[src/rtl/seg7_scan_driver_if.sv]
// seg7_scan_driver_if: valid/ready load port carrying the next display value
interface seg7_scan_driver_if;
  logic        load_valid;
  logic        load_ready;
  logic [15:0] load_data;
  logic [3:0]  load_dp;
  modport master(output load_valid, load_data, load_dp, input load_ready);
  modport slave(input load_valid, load_data, load_dp, output load_ready);
endinterface

[src/rtl/seg7_scan_driver.sv]
// seg7_scan_driver: 4-digit multiplexed 7-seg scanner, frame-synchronous double buffer; SEG7_LEADING_ZERO_BLANK_EN hides leading zeros
module seg7_scan_driver #(
  parameter int CLK_DIV      = 100000,
  parameter int BLANK_CYCLES = 1000
) (
  input  logic               clock,
  input  logic               reset_n,
  input  logic               enable,
  seg7_scan_driver_if.slave  load,
  output logic [1:0]         digit_sel,
  output logic [3:0]         anode,
  output logic [6:0]         cathode,
  output logic               dp,
  output logic               frame_tick
);
  localparam int PW = CLK_DIV > 1 ? $clog2(CLK_DIV) : 1;
  localparam logic [6:0] SEG [16] = '{7'h40, 7'h79, 7'h24, 7'h30, 7'h19, 7'h12, 7'h02, 7'h78,
                                      7'h00, 7'h10, 7'h08, 7'h03, 7'h46, 7'h21, 7'h06, 7'h0E};
  typedef enum logic {BLANK, DRIVE} state_t;
  state_t          state_q, state_d;
  logic [PW-1:0]   presc_q, presc_d;
  logic [1:0]      digit_q, digit_d;
  logic [3:0]      anode_q, anode_d;
  logic [6:0]      cathode_q, cathode_d;
  logic            dp_q, dp_d, frame_q;
  logic [15:0]     shadow_q, active_q;
  logic [3:0]      shadow_dp_q, active_dp_q, nib;
  logic            full_q, tick, commit, shown, drive;
  assign tick    = enable && presc_q == PW'(CLK_DIV - 1);
  assign commit  = tick && digit_q == 2'd3;
  assign presc_d = (enable && !tick) ? presc_q + PW'(1) : '0;
  assign digit_d = digit_q + 2'(tick);
  assign state_d = !enable ? BLANK :
                   tick ? (BLANK_CYCLES == 0 ? DRIVE : BLANK) :
                   (state_q == BLANK && BLANK_CYCLES != 0 && presc_q == PW'(BLANK_CYCLES - 1)) ? DRIVE :
                   state_q;
`ifdef SEG7_LEADING_ZERO_BLANK_EN
  logic [1:0] msd;
  assign msd   = active_q[15:12] != 4'h0 ? 2'd3 :
                 active_q[11:8]  != 4'h0 ? 2'd2 :
                 active_q[7:4]   != 4'h0 ? 2'd1 : 2'd0;
  assign shown = digit_q <= msd;
`else
  assign shown = 1'b1;
`endif
  assign nib       = active_q[{digit_q, 2'b00} +: 4];
  assign drive     = enable && state_q == DRIVE && shown;
  assign anode_d   = drive ? ~(4'b0001 << digit_q) : 4'hF;
  assign cathode_d = drive ? SEG[nib] : 7'h7F;
  assign dp_d      = drive ? ~active_dp_q[digit_q] : 1'b1;
  // Slot prescaler, digit index, blank/drive FSM and registered pins
  always_ff @(posedge clock or negedge reset_n) begin
    if (!reset_n) begin
      presc_q   <= '0;
      digit_q   <= 2'd0;
      state_q   <= BLANK;
      anode_q   <= 4'hF;
      cathode_q <= 7'h7F;
      dp_q      <= 1'b1;
      frame_q   <= 1'b0;
    end else begin
      presc_q   <= presc_d;
      digit_q   <= digit_d;
      state_q   <= state_d;
      anode_q   <= anode_d;
      cathode_q <= cathode_d;
      dp_q      <= dp_d;
      frame_q   <= commit;
    end
  end
  // Shadow accepts only when empty; active takes it at the frame boundary so the display never tears
  always_ff @(posedge clock or negedge reset_n) begin
    if (!reset_n) begin
      full_q      <= 1'b0;
      shadow_q    <= '0;
      shadow_dp_q <= '0;
      active_q    <= '0;
      active_dp_q <= '0;
    end else if (load.load_valid && !full_q) begin
      shadow_q    <= load.load_data;
      shadow_dp_q <= load.load_dp;
      full_q      <= 1'b1;
    end else if (commit && full_q) begin
      active_q    <= shadow_q;
      active_dp_q <= shadow_dp_q;
      full_q      <= 1'b0;
    end
  end
  assign load.load_ready = ~full_q;
  assign digit_sel       = digit_q;
  assign anode           = anode_q;
  assign cathode         = cathode_q;
  assign dp              = dp_q;
  assign frame_tick      = frame_q;
endmodule

[src/flat_wrapper.sv]
// flat-port wrapper written by rule: the top's interface ports become plain ports
module seg7_scan_driver_flat 
#(
  parameter int CLK_DIV      = 100000,
  parameter int BLANK_CYCLES = 1000
)
  (clock, reset_n, enable, digit_sel, anode, cathode, dp, frame_tick, load_load_valid, load_load_data, load_load_dp, load_load_ready);
  seg7_scan_driver_if load_i ();
  input  logic clock;
  input  logic reset_n;
  input  logic enable;
  output logic [1:0] digit_sel;
  output logic [3:0] anode;
  output logic [6:0] cathode;
  output logic dp;
  output logic frame_tick;
  input wire logic [$bits(load_i.load_valid)-1:0] load_load_valid;
  input wire logic [$bits(load_i.load_data)-1:0] load_load_data;
  input wire logic [$bits(load_i.load_dp)-1:0] load_load_dp;
  output wire logic [$bits(load_i.load_ready)-1:0] load_load_ready;
  assign load_i.load_valid = load_load_valid;
  assign load_i.load_data = load_load_data;
  assign load_i.load_dp = load_load_dp;
  assign load_load_ready = load_i.load_ready;
  seg7_scan_driver #(.CLK_DIV(CLK_DIV), .BLANK_CYCLES(BLANK_CYCLES)) u_core (.clock(clock), .reset_n(reset_n), .enable(enable), .load(load_i), .digit_sel(digit_sel), .anode(anode), .cathode(cathode), .dp(dp), .frame_tick(frame_tick));
endmodule
[config.mk]
export PLATFORM = sky130hd
export DESIGN_NAME = seg7_scan_driver_flat
export DESIGN_NICKNAME = d
export VERILOG_FILES = /design/src/rtl/seg7_scan_driver_if.sv /design/src/rtl/seg7_scan_driver.sv /design/src/flat_wrapper.sv
export SDC_FILE = /design/constraint.sdc
export NUM_CORES = 1
export LEC_CHECK = 0
export CAP_MARGIN = 10
export CORE_MARGIN = 1
export CORE_UTILIZATION = 30
export DETAILED_ROUTE_END_ITERATION = 8
export DONT_BUFFER_PORTS = 1
export PLACE_DENSITY = 0.48
export REMOVE_ABC_BUFFERS = 1
export SKIP_CTS_REPAIR_TIMING = 1
export SLEW_MARGIN = 10
export SYNTH_ARGS = -nofsm -noshare
export SYNTH_HDL_FRONTEND = slang
export SYNTH_SLANG_ARGS = --single-unit
[constraint.sdc]
create_clock -name clock -period 1.9 [get_ports clock]
set_input_delay 0.19 -clock clock [delete_from_list [all_inputs] [get_ports clock]]
set_output_delay 0.19 -clock clock [all_outputs]
set_load 0.01 [all_outputs]
# ---- Yosys cells after proc, flatten, opt, wreduce, memory -nomap -nowiden
# Memories as Yosys holds them, arrays and structs flattened.
# Index checks and enable logic that the tools add are counted.
# W data, S select, Z words.
dict set report totals {
  regBits 74
  romBits 112
  input_bits 24
  output_inout_bits 16
  word_cells 53
  mem_count 1
}
dict set report op_classes {
  n_addsub 2
  magnitude_cmp 2
  n_eq_ne 4
  n_shift 2
  muxes 13
  n_bitwise 6
  reduce_logical 11
}
# name depth word_bits rd rd_clocked_by_memory_dff write_ports line_no
set memory_table {}
lappend memory_table {{(name not given)} 16 7 1 0 0 seg7_scan_driver.sv:49} ;# assign cathode_d = drive ? SEG[nib] : 7'h7F;
# operator count
set op_table {}
lappend op_table {{$mux W7} 3}
lappend op_table {{$add A17 B1 Y17 const B} 1}
lappend op_table {{$eq A17 B10 Y1 const B} 1}
lappend op_table {{$eq A17 B17 Y1 const B} 1}
lappend op_table {{$mux W17} 1}
lappend op_table {{$shiftx A16 B5 Y4} 1}
lappend op_table {{$logic_and A1 B1 Y1} 7}
lappend op_table {{$mux W1} 7}
lappend op_table {{$ge A5 B5 Y1 const B} 1}
lappend op_table {{$not A4 Y5} 1}
lappend op_table {{$mux W4} 1}
lappend op_table {{$not A1 Y1} 4}
lappend op_table {{$not A4 Y4} 1}
lappend op_table {{$shl A1 B2 Y4 const A} 1}
lappend op_table {{$lt A2 B3 Y1 const B} 1}
lappend op_table {{$ne A3 B1 Y1 const B} 1}
lappend op_table {{$add A2 B1 Y2} 1}
lappend op_table {{$bmux W1 S2} 1}
lappend op_table {{$eq A2 B2 Y1 const B} 1}
lappend op_table {{$logic_not A1 Y1} 2}
lappend op_table {{$reduce_and A2 Y1} 1}
lappend op_table {{$reduce_bool A2 Y1} 1}

# ---- Logic depth before layout (Yosys ltp)
dict set report logic_depth {
  word_depth 6
  depth_mapped 8
}

# ---- Least setup slack after synthesis
# No wires, ideal clock.
dict set report synth_path {
  path_type {register -> register}
  start {reg u_core.digit_q[0] (netlist: u_core.digit_sel[0])}
  end {reg u_core.cathode_q[3] (netlist: u_core.cathode[3])}
  t_arrival_ns 1.836
  required_ns 1.823
  path_slack_ns -0.013
  path_stages_with_launch 8
  n_path_buf 1
  synth_period_minus_slack_ns 1.913
  cell_sequence {dfrtp_1 > buf_6 > mux4_2 > inv_1 > ha_1 > mux2i_1 > nor3_1 > a31oi_1}
}
dict set report synth_between {
  elab_chain_cells 6
}
# item line_no
set synth_lines {}
lappend synth_lines {{from (decl)} seg7_scan_driver.sv:22} ;# logic [1:0] digit_q, digit_d;
lappend synth_lines {{from (signal assigned)} seg7_scan_driver.sv:63} ;# digit_q <= digit_d;
lappend synth_lines {{$shiftx A16 B5 Y4} seg7_scan_driver.sv:46} ;# assign nib = active_q[{digit_q, 2'b00} +: 4];
lappend synth_lines {{$not A4 Y5 (not written as such)} seg7_scan_driver.sv:49}
lappend synth_lines {{$mem_v2 Z16 W7} -}
lappend synth_lines {{$mux W7 (not written as such) (2 in series)} seg7_scan_driver.sv:49}
lappend synth_lines {{$mux W7} seg7_scan_driver.sv:49}
lappend synth_lines {{named net u_core.cathode_d[3]} seg7_scan_driver.sv:24} ;# logic [6:0] cathode_q, cathode_d;
lappend synth_lines {{to (signal assigned)} seg7_scan_driver.sv:66} ;# cathode_q <= cathode_d;
lappend synth_lines {{to (decl)} seg7_scan_driver.sv:24}
# The timed path passes the listed nets, and every way through them passes these cells. The select of a mux whose other input is x is not followed.
# A chain may end at the register's enable or synchronous reset.

# ---- Worst setup path after layout
dict set report layout_path {
  start {reg u_core.presc_q[13]}
  end {reg u_core.active_dp_q[3]}
}
dict set report layout_between {
  elab_chain_cells 5
}
# item line_no
set layout_lines {}
lappend layout_lines {{from (decl)} seg7_scan_driver.sv:21} ;# logic [PW-1:0] presc_q, presc_d;
lappend layout_lines {{from (signal assigned)} seg7_scan_driver.sv:62} ;# presc_q <= presc_d;
lappend layout_lines {{$eq A17 B17 Y1} seg7_scan_driver.sv:29} ;# assign tick = enable && presc_q == PW'(CLK_DIV - 1);
lappend layout_lines {{$logic_and A1 B1 Y1} seg7_scan_driver.sv:29}
lappend layout_lines {{$logic_and A1 B1 Y1} seg7_scan_driver.sv:30} ;# assign commit = tick && digit_q == 2'd3;
lappend layout_lines {{$logic_and A1 B1 Y1} seg7_scan_driver.sv:83} ;# end else if (commit && full_q) begin
lappend layout_lines {{$reduce_and A2 Y1 (no line)} -}
lappend layout_lines {{to (signal assigned)} seg7_scan_driver.sv:85} ;# active_dp_q <= shadow_dp_q;
lappend layout_lines {{to (decl)} seg7_scan_driver.sv:27} ;# logic [3:0] shadow_dp_q, active_dp_q, nib;
# Every way passes these cells.

==> results_tabular.tex <==
\begin{tabular}{lr}
\hline
Metric & Value \\
\hline
\multicolumn{2}{l}{\textbf{Run status}} \\
\quad Run status & finished with violations \\
\quad Violations in the final reports & hold timing \\
\multicolumn{2}{l}{\textbf{Pwr}} \\
\quad Total power of the final layout & between 3 and 4 mW \\
\quad Power density cells & about 840 mW/mm\^{}2 \\
\quad Peak supply drop & $\sim$390 uV \\
\quad Leak Pwr & between 1.5 and 2 nW \\
\multicolumn{2}{l}{\textbf{Worst setup path}} \\
\quad Class of the most critical setup path & reg -> reg \\
\quad Cells along the critical path & nor4\_1 -> buf\_4 -> and4\_4 -> and2\_4 -> buf\_4 -> mux2\_4 \\
\quad Critical path data required time & 2.11 ns \\
\quad Standard cell with the maximum stage delay on the critical path & dfrtp\_1 \\
\quad Largest fanout on the critical path & 5 \\
\quad Sort of element at the end of the critical path & register \\
\quad Critical Path Start Type & register \\
\quad Arr. time, crit path & between 2 and 2.5 ns \\
\quad Critical Path Most Common Cell & buf\_4 \\
\quad Worst stage delay on the critical path & a little under 0.4 ns \\
\multicolumn{2}{l}{\textbf{Detailed routing}} \\
\quad Total number of vias & about 2000 \\
\quad Total Routed Length & around 6600 microns \\
\quad Router iterations before antenna repair & 4 \\
\quad DRC violation count after routing & 0 \\
\quad Number of antenna-violating nets in the routed design & 0 \\
\quad Via count normalized by instance count & 4.662 \\
\quad WL/cell & roughly 15 microns \\
\quad Iteration-0 DRC Markers & 43 \\
\multicolumn{2}{l}{\textbf{STA}} \\
\quad Setup slack of the critical path after layout & 0.08400 ns \\
\quad Hold violation count in the final report & 74 \\
\quad Final worst path period share & between 90\% and 100\% \\
\quad Transition time of the tightest slew-check pin & roughly 0.45 ns \\
\quad Clock tree skew after final layout & between 0.007 and 0.008 ns \\
\quad Minimum period implied by the final worst setup slack & roughly 1.8 ns \\
\quad Final setup violation count & 0 \\
\quad Worst hold slack after final layout & -0.4475 ns \\
\quad Final setup TNS & 0 ns \\
\quad Max Freq & 550.7 MHz \\
\quad Unrepaired setup endpoints after global routing & no \\
\quad Final-report max-slew violation count & 0 \\
\quad Remaining max-slew budget at the tightest pin & 70.13\% \\
\multicolumn{2}{l}{\textbf{Synth}} \\
\quad Top cells by area in the synthesized netlist & dfrtp\_1 45\%, dfstp\_2 9.1\%, mux2\_4 8.3\% \\
\quad Predominant post-synthesis flop cell & dfrtp\_1 \\
\quad Mean post-synth cell area & about 13 sq um \\
\quad Dominant cell type by area after synthesis & dfrtp\_1 \\
\quad YS warnings & 0 \\
\quad Synthesized instance count & 258 \\
\quad Number of enable-type register cells in the synthesized netlist & 0 \\
\quad Syn Std Cell Area & between 0.003 and 0.004 sq mm \\
\quad Register area share after synthesis & a little over half \\
\quad Fraction of post-synthesis cell area in the top cell type by area & 44.96\% \\
\quad Share of flip-flops with an asynchronous set or reset after synthesis & 100.0\% \\
\quad Number of storage elements in the synthesis netlist & 74 \\
\quad Post-synth cell types & 47 \\
\multicolumn{2}{l}{\textbf{Hold path}} \\
\quad Classification of the worst-slack hold path & in -> async \\
\multicolumn{2}{l}{\textbf{Finish}} \\
\quad Synthesis-to-layout area growth & 19.33\% \\
\quad Number of filler instances in the final layout & between 1000 and 1500 \\
\quad Leading cell types in the layout, fill and taps excluded & 61 x dfrtp\_1, 26 x buf\_4, 21 x mux2\_2, 20 x nor2\_1, 19 x mux2\_4 \\
\quad Total inserted antenna cells & 0 \\
\quad Most common library cell in the layout ignoring fill and taps & dfrtp\_1 \\
\quad Non-Filler Instances & about 440 \\
\quad Final cell area excluding filler cells & 0.004118 sq mm \\
\quad Total Nets Final & around 320 \\
\quad Fraction of layout cells with a size suffix above 1 & 37.29\% \\
\quad Utilization of the core after routing & a little under two fifths \\
\multicolumn{2}{l}{\textbf{Placement}} \\
\quad Worst setup slack after placement & -0.01663 ns \\
\quad Post-DP Area & 0.003727 sq mm \\
\quad RD Place Congestion & $\sim$0.75 \\
\quad Number of cells after detailed placement & a little over 400 \\
\quad Detail Placement HPWL & 4643 microns \\
\quad PortBufs & 0 \\
\multicolumn{2}{l}{\textbf{Clock network}} \\
\quad H-tree levels & 3 \\
\quad Clk slew on worst S/H paths & $\sim$0.060 ns \\
\quad Total clock buffers created by CTS & 9 \\
\quad Clock tree from TritonCTS & yes \\
\quad Deepest clock path buffer count & 2 \\
\quad Clock insertion delay at the later pin of the skew report & between 0.3 and 0.4 ns \\
\quad Cell at the root of the clock tree & clkbuf\_16 \\
\quad Clock sink count & 74 \\
\multicolumn{2}{l}{\textbf{GRT}} \\
\quad Total grt overflow & 0 \\
\quad Largest net degree at the start of global routing & 75 \\
\quad Initial antenna violation count & 0 \\
\quad GRT Overall Usage & approximately 12\% \\
\quad First-pass GRT wire length & between 10000 and 15000 microns \\
\quad Number of global-route vias before repair & 2135 \\
\multicolumn{2}{l}{\textbf{Floorplan}} \\
\quad Std cell rows & 38 \\
\quad Core area & roughly 0.011 sq mm \\
\quad Initial cell density of the core & 31.28\% \\
\quad Vertical die dimension & approximately 110 microns \\
\quad Die Width & $\sim$110 microns \\
\quad Area of the die & about 0.012 sq mm \\
\quad Ports & 40 \\
\multicolumn{2}{l}{\textbf{Job}} \\
\quad Number of max-cap violations & 0 \\
\hline
\end{tabular}
flip-flops by register name, indices dropped and copies added (netlist names):
register	count
u_core.shadow_q	16
u_core.full_q	1
u_core.digit_sel	2
u_core.active_q	16
u_core.state_q	1
u_core.active_dp_q	4
u_core.dp	1
u_core.shadow_dp_q	4
u_core.cathode	7
u_core.presc_q	17
u_core.anode	4
u_core.frame_tick	1
cells by family (layout without fill, tap and decap cells):
kind of cell	Yosys count	after routing	share of synthesized area, %
muxes	48	48	19.36
DFF	74	74	54.10
adders and majority gates	9	9	3.263
and+or+nand+nor	74	74	12.36
xor gates and xnor gates	12	12	3.046
buffers and inverters	19	56	4.061
AOI/OAI and AO/OA	22	22	3.807
synth_stat cells, types with 2 or more instances:
library cell	number
buf_4	3
buf_1	2
o211ai_1	2
and3_1	4
buf_6	3
dfrtp_1	62
xor2_1	10
clkbuf_1	2
nand4_1	6
nand3_1	8
mux4_2	4
nand2_1	10
and2_1	2
inv_1	5
a31oi_1	4
dfstp_2	12
nor2_1	20
mux2i_1	3
buf_12	2
o21ai_0	5
ha_1	9
or3_1	4
buf_2	2
mux2_4	19
nand2b_1	2
xnor2_1	2
and4_1	5
mux2_2	21
a21oi_1	7
where the power goes:
group / leakage, nW / total [mW] / internal [mW] / switching [mW]
Combinational: 0.718 / 0.0835 / 0.0588 / 0.0247
Sequential: 0.952 / 1.67 / 1.63 / 0.0332
Clock: 0.149 / 1.69 / 1.05 / 0.640
cell type report:
class                           instances  area [sq um]  share of cell area [%]
Clock buffer                           10         239.0                   5.804
Clock inverter                          6         65.06                   1.580
Inverter                                5         18.77                  0.4558
Multi-Input combinational cell        165          1446                   35.13
Sequential cell                        74          1868                   45.37
Tap cell                              140         175.2                   4.254
Timing Repair Buffer                   35         305.3                   7.414
worst paths after layout:
path,start,endpoint,slack [ns],cells past startpoint
min in group clock,load_load_valid,u_core.full_q,0.01,2
max,u_core.presc_q[13],u_core.active_dp_q[3],0.08,6
min reg2reg,u_core.shadow_q[13],u_core.active_q[13],0.51,1
max in group asynchronous,reset_n,u_core.cathode[5],2.15,0
max reg2reg,u_core.presc_q[13],u_core.active_dp_q[3],0.08,6
min,reset_n,u_core.shadow_q[2],-0.45,0
worst max-delay path, delay by kind of cell, from the launching register on:
| family | cells | cell delay [ns] |
|---|---|---|
| buf+inv | 2 | 0.32 |
| flops | 1 | 0.39 |
| mux | 1 | 0.30 |
| simple gates | 3 | 0.67 |
metal layers:
metal | up-vias | GRT usage [%] | share of wire [%]
met5 | - | 0 | 0
li1 | 997 | - | -
met3 | 11 | 3.108 | 4.2
met1 | 983 | 17.55 | 51
met4 | 0 | 5.714 | 2.1
met2 | 37 | 17.52 | 43
Power figures use the tool's default switching activity.
